**src/rtl/mux7_rr_arbiter_pkg.sv**
```systemverilog
// mux7_pkg: shared constants, state encoding and small helpers for the 7-way
// round-robin arbiter that drives a 7:1 mux select.
//   N_REQ    - number of requesters / mux inputs
//   SEL_IDLE - select value when no grant is active
//   HOLD_W   - width of the consecutive-grant counter
//   state_t  - arbiter FSM state
package mux7_pkg;

    localparam int unsigned N_REQ    = 7;
    localparam logic [2:0]  SEL_IDLE = 3'd7;
    localparam int unsigned HOLD_W   = 4;

    typedef enum logic {
        IDLE = 1'b0,
        BUSY = 1'b1
    } state_t;

    // Round-robin successor, wrapping 6 -> 0.
    function automatic logic [2:0] next_idx(input logic [2:0] i);
        return (i == 3'd6) ? 3'd0 : i + 3'd1;
    endfunction

    function automatic logic [N_REQ-1:0] onehot7(input logic [2:0] i);
        return N_REQ'(1) << i;
    endfunction

endpackage

```
**src/rtl/mux7_rr_arbiter_if.sv**
```systemverilog
// mux7_rr_arbiter_if: request/grant bundle between requesters and the arbiter.
//   req       - one request bit per source
//   gnt       - one-hot grant, zero when idle
//   sel       - binary mux select, SEL_IDLE when idle
//   sel_valid - grant active (equals |gnt)
// Modports: master = requester side, slave = arbiter side.
interface mux7_rr_arbiter_if;
    import mux7_pkg::*;

    logic [N_REQ-1:0] req;
    logic [N_REQ-1:0] gnt;
    logic [2:0]       sel;
    logic             sel_valid;

    modport master (output req, input gnt, input sel, input sel_valid);
    modport slave  (input req, output gnt, output sel, output sel_valid);

endinterface

```
**src/rtl/mux7_rr_arbiter_pick.sv**
```systemverilog
// rr_pick7: combinational wrapping priority search over 7 requests.
//   req   - candidate request vector
//   ptr   - index searched first; search continues ptr+1, ... wrapping 6 -> 0
//   idx   - first set index found (0 when none)
//   found - at least one candidate bit set
module rr_pick7
    import mux7_pkg::*;
(
    input  logic [N_REQ-1:0] req,
    input  logic [2:0]       ptr,
    output logic [2:0]       idx,
    output logic             found
);

    logic [3:0] pos;

    always_comb begin
        idx   = 3'd0;
        found = 1'b0;
        pos   = 4'd0;
        for (int i = 0; i < N_REQ; i++) begin
            // ptr <= 6 and i <= 6, so one subtraction is enough to wrap.
            pos = {1'b0, ptr} + 4'(i);
            if (pos >= 4'd7) begin
                pos = pos - 4'd7;
            end
            if (!found && req[pos[2:0]]) begin
                found = 1'b1;
                idx   = pos[2:0];
            end
        end
    end

endmodule

```
**src/rtl/mux7_rr_arbiter.sv**
```systemverilog
// mux7_rr_arbiter: 7-way round-robin arbiter producing registered grant and
// mux-select outputs. A grant is held while its request stays high, but is
// rotated after MAX_HOLD consecutive cycles if anyone else is waiting.
//   MAX_HOLD - max consecutive grant cycles while another requester waits (2..15)
//   clk      - clock, rising edge
//   rst_n    - asynchronous active-low reset
//   bus      - request/grant interface (slave modport)
// All outputs come straight from flops; req only reaches them through the FSM.
module mux7_rr_arbiter
    import mux7_pkg::*;
#(
    parameter int unsigned MAX_HOLD = 8
)
(
    input  logic               clk,
    input  logic               rst_n,
    mux7_rr_arbiter_if.slave   bus
);

    localparam logic [HOLD_W-1:0] HOLD_LAST = HOLD_W'(MAX_HOLD - 1);

    state_t              state_q;
    logic [N_REQ-1:0]    gnt_q;
    logic [2:0]          sel_q;
    logic                valid_q;
    logic [2:0]          ptr_q;
    logic [HOLD_W-1:0]   hold_cnt_q;

    logic [N_REQ-1:0]    cand;
    logic                cur_held;
    logic [2:0]          pick_idx;
    logic                pick_found;

    // Excluding the current holder means "found" also answers
    // "is anyone else waiting?"; in IDLE gnt_q is zero so all of req counts.
    assign cand     = bus.req & ~gnt_q;
    assign cur_held = |(bus.req & gnt_q);

    rr_pick7 u_pick (
        .req   (cand),
        .ptr   (ptr_q),
        .idx   (pick_idx),
        .found (pick_found)
    );

    always_ff @(posedge clk or negedge rst_n) begin
        if (!rst_n) begin
            state_q    <= IDLE;
            gnt_q      <= '0;
            sel_q      <= SEL_IDLE;
            valid_q    <= 1'b0;
            ptr_q      <= 3'd0;
            hold_cnt_q <= '0;
        end else begin
            unique case (state_q)
                IDLE: begin
                    if (pick_found) begin
                        state_q    <= BUSY;
                        gnt_q      <= onehot7(pick_idx);
                        sel_q      <= pick_idx;
                        valid_q    <= 1'b1;
                        ptr_q      <= next_idx(pick_idx);
                        hold_cnt_q <= '0;
                    end
                end
                BUSY: begin
                    // Release takes priority over expiry; both hand over
                    // to the next waiter in the same edge.
                    if ((!cur_held || hold_cnt_q == HOLD_LAST) && pick_found) begin
                        gnt_q      <= onehot7(pick_idx);
                        sel_q      <= pick_idx;
                        ptr_q      <= next_idx(pick_idx);
                        hold_cnt_q <= '0;
                    end else if (!cur_held) begin
                        state_q    <= IDLE;
                        gnt_q      <= '0;
                        sel_q      <= SEL_IDLE;
                        valid_q    <= 1'b0;
                        hold_cnt_q <= '0;
                    end else if (hold_cnt_q == HOLD_LAST) begin
                        // Nobody else waiting: keep the grant, restart the count.
                        hold_cnt_q <= '0;
                    end else begin
                        hold_cnt_q <= hold_cnt_q + 1'b1;
                    end
                end
                default: begin
                    state_q <= IDLE;
                    gnt_q   <= '0;
                    sel_q   <= SEL_IDLE;
                    valid_q <= 1'b0;
                end
            endcase
        end
    end

    assign bus.gnt       = gnt_q;
    assign bus.sel       = sel_q;
    assign bus.sel_valid = valid_q;

endmodule

```
**src/flat_wrapper.sv**
```systemverilog
// flat-port wrapper written by rule: the top's interface ports become plain ports
module mux7_rr_arbiter_flat import mux7_pkg::*;
#(
    parameter int unsigned MAX_HOLD = 8
)
  (clk, rst_n, bus_req, bus_gnt, bus_sel, bus_sel_valid);
  mux7_rr_arbiter_if bus_i ();
  input  logic clk;
  input  logic rst_n;
  input wire logic [$bits(bus_i.req)-1:0] bus_req;
  output wire logic [$bits(bus_i.gnt)-1:0] bus_gnt;
  output wire logic [$bits(bus_i.sel)-1:0] bus_sel;
  output wire logic [$bits(bus_i.sel_valid)-1:0] bus_sel_valid;
  assign bus_i.req = bus_req;
  assign bus_gnt = bus_i.gnt;
  assign bus_sel = bus_i.sel;
  assign bus_sel_valid = bus_i.sel_valid;
  mux7_rr_arbiter #(.MAX_HOLD(MAX_HOLD)) u_core (.clk(clk), .rst_n(rst_n), .bus(bus_i));
endmodule
```
**config.mk**
```make
export PLATFORM = sky130hd
export DESIGN_NAME = mux7_rr_arbiter_flat
export DESIGN_NICKNAME = d
export VERILOG_FILES = /design/src/rtl/mux7_rr_arbiter_pkg.sv /design/src/rtl/mux7_rr_arbiter_if.sv /design/src/rtl/mux7_rr_arbiter_pick.sv /design/src/rtl/mux7_rr_arbiter.sv /design/src/flat_wrapper.sv
export SDC_FILE = /design/constraint.sdc
export NUM_CORES = 1
export LEC_CHECK = 0
export ABC_AREA = 1
export CAP_MARGIN = 20
export CORE_ASPECT_RATIO = 1.5
export CORE_MARGIN = 2
export CORE_UTILIZATION = 34
export CTS_CLUSTER_SIZE = 28
export DETAILED_ROUTE_END_ITERATION = 10
export HOLD_SLACK_MARGIN = 0.15
export PLACE_DENSITY = 0.62
export SKIP_LAST_GASP = 1
export SYNTH_ARGS = -nofsm -noshare
export SYNTH_HDL_FRONTEND = slang
export SYNTH_SLANG_ARGS = --single-unit
```
**constraint.sdc**
```tcl
create_clock -name clk -period 3.7 [get_ports clk]
set_input_delay 0.74 -clock clk [delete_from_list [all_inputs] [get_ports clk]]
set_output_delay 0.74 -clock clk [all_outputs]
set_load 0.1 [all_outputs]
```
==> results.sh <==
export IMPL_synth_warning_count=0
export IMPL_pin_count=20
export IMPL_crit_chain="inv_1 > buf_4 > fa_1 > o21ai_2 > inv_2 > nand3_1 > nand2_1 > nand2_1 > nand2_2 > nor2_8 > nand2_2 > inv_2 > nand2_1 > a21oi_2 > nand2_2 > nand2_4 > nor2_1 > ha_1 > nor2_1 > nand2_1 > nand2_1"
export IMPL_max_slew_margin_pct=33.8
export IMPL_ctsResizeCount=0
export IMPL_drt_wl_total_um=7490
export IMPL_dp_hpwl_um=6090
export IMPL_cp_max_fo=9
export IMPL_synthDistinctLibCells=35
export IMPL_cts_inserted_buffers=3
export IMPL_grt_max_degree=20
export IMPL_initial_core_util_pct=35.1
export IMPL_synth_seq_area_share_pct=18.7
export IMPL_worst_pin_slew_ns=0.989
export IMPL_drt_initial_drc_count=146
export IMPL_grt_pass1_wl_um=12900
export IMPL_path_class="flop to flop"
export IMPL_fmax_ghz=0.292
export IMPL_rsz0062_at_grt="false"
export IMPL_cts_root_buf="clkbuf_8"
export IMPL_critPathMaxStageDelay_ns=0.56
export IMPL_required_ns=3.90
export IMPL_cts_hold_fix_buffers=0
export IMPL_clk_pin_slew_ns=0.07
export IMPL_fin_nets=461
export IMPL_core_area_um2=7270
export IMPL_cp_end_kind="flop"
export IMPL_cts_setup_buffers=0
export IMPL_placed_area_um2=2860
export IMPL_clk_latency_ns=0.26
export IMPL_finClkSkew_ns=0.00135
export IMPL_die_h_um=110
export IMPL_cts_sinks=19
export IMPL_syn_avg_cell_area_um2=6.23
export IMPL_drc=0
export IMPL_io_buffer_count=19
export IMPL_hold_class="flop to flop"
export IMPL_synth_cells=410
export IMPL_critPathSlowestCell="fa_1"
export IMPL_area_delta_synth_final_pct=14.0
export IMPL_dr_pass1_iters=4
export IMPL_h_tree_depth=1
export IMPL_wl_per_cell_um=14.0
export IMPL_final_antenna_net_count=0
export IMPL_startpoint_type="flop"
export IMPL_status="finished, final reports clean"
export IMPL_gp_congestion=0.944
export IMPL_via_per_inst=5.05
export IMPL_period_share_pct=92.5
export IMPL_hold_viol=0
export IMPL_final_cell_area_um2=2920
export IMPL_dieArea_um2=8240
export IMPL_vias=2703
export IMPL_drv_slew=0
export IMPL_holdWs_ns=0.518
export IMPL_rows=38
export IMPL_clockBufferDepth=2
export IMPL_grt_usage_pct=20.1
export IMPL_fp_dieW_um=74.8
export IMPL_worstPathArrival_ns=3.62
export IMPL_synth_seq_cells=19
export IMPL_synthesis_nets=435
export IMPL_timing_setup_tns_ns=0
export IMPL_grt_pass1_vias=2728
export IMPL_setup_violations=0
export IMPL_fin_crit_ns=3.42
export IMPL_antennaDiodeCount=0
export IMPL_cap_violations=0
export IMPL_antenna_found_initial=0
export IMPL_syn_area_um2=2560
export IMPL_cpMostUsedCell="nand2_1"
export IMPL_grt_overflow_total=0
export IMPL_drive_above_1_share_pct=17.5
export IMPL_tritoncts="done"
layout make-up:
cell class / instances / area, um^2
Clock buffer: 3 / 41.3
Clock inverter: 1 / 5.00
Fill cell: 775 / 4360
Multi-Input combinational cell: 337 / 1840
Tap cell: 100 / 125
Timing Repair Buffer: 24 / 223
Inverter: 51 / 196
Sequential cell: 19 / 480
cell families after synthesis:
family,Yosys count,share of synthesized area (%)
DFF,19,18.7
adders and majority gates,16,8.13
buffers and inverters,54,9.35
and+or+nand+nor,284,54.3
muxes,1,0.392
xor gates and xnor gates,3,1.03
AOI/OAI and AO/OA,33,8.08
placed cells by master, fill, tap and decap left out, drive strengths merged, types with 2 or more instances in the layout:
cell type,n
a21oi,4
buf,7
clkbuf,3
clkdlybuf4s50,17
dfrtp,16
dfstp,3
ha,15
inv,51
nand2,170
nand3,81
nand3b,3
nand4,6
nor2,22
nor3,2
o211ai,2
o21ai,23
xor2,3
flip-flops by register name, summed over array words and instances, names as in the netlist:
| name | cells |
|---|---|
| u_core.hold_cnt_q | 4 |
| u_core.bus.gnt | 7 |
| u_core.state_q | 1 |
| u_core.bus.sel | 3 |
| u_core.bus.sel_valid | 1 |
| u_core.ptr_q | 3 |
cells in the mapped netlist, drive strengths merged:
master,n,share of area (%)
mux2i,1,0.39
nand3,81,17
o21ai,23,5.4
nor2,22,4.4
a31oi,1,0.24
nor3,2,0.39
nand4,6,2.1
o22ai,1,0.24
dfrtp,16,16
dfstp,3,3.1
fa,1,0.78
nand3b,3,0.88
nand2,170,29
xor2,3,1.0
a22o,1,0.34
ha,15,7.3
a21oi,4,0.93
buf,3,1.7
o211ai,2,0.59
a221oi,1,0.34
inv,51,7.7
metrics by stage:
stage                     cells  setup WS (ns)  utilization, %
final                       535          0.278            40.1
after global routing        535        0.00363            40.1
after CTS                   535          0.124            40.0
after detailed placement    531          0.142            39.3
after global placement      531          0.185            39.3
after floorplan             410          0.556               -
path summary, 6_finish.rpt:
| path | startpoint | endpoint | slack, ns | depth (start not counted) |
|---|---|---|---|---|
| setup / recovery | u_core.ptr_q[1] | u_core.ptr_q[2] | 0.28 | 21 |
| hold / removal | u_core.hold_cnt_q[0] | u_core.hold_cnt_q[0] | 0.52 | 1 |
| setup reg to reg | u_core.ptr_q[1] | u_core.ptr_q[2] | 0.28 | 21 |
| hold reg to reg | u_core.hold_cnt_q[0] | u_core.hold_cnt_q[0] | 0.52 | 1 |
| max in group asynchronous | rst_n | u_core.ptr_q[0] | 2.10 | 1 |
| min in group asynchronous | rst_n | u_core.bus.gnt[4] | 0.99 | 1 |
critical path, delay by kind of cell (launching register included):
| kind | cells | cell delay (ns) |
|---|---|---|
| AOI/OAI and AO/OA | 2 | 0.52 |
| adders and majority gates | 2 | 0.83 |
| buffers and inverters | 4 | 0.42 |
| DFF | 1 | 0.49 |
| and+or+nand+nor | 13 | 1.11 |
per-layer routing:
layer / wire length, um / global-route usage, %
met3: 257 / 1.55
met4: 287 / 9.18
met2: 4050 / 38.4
met5: 0 / 0
met1: 2890 / 21.9
Power is left out: the tool's default activity adds up to more than one toggle a clock period on the data nets, which glitch-free logic cannot reach.
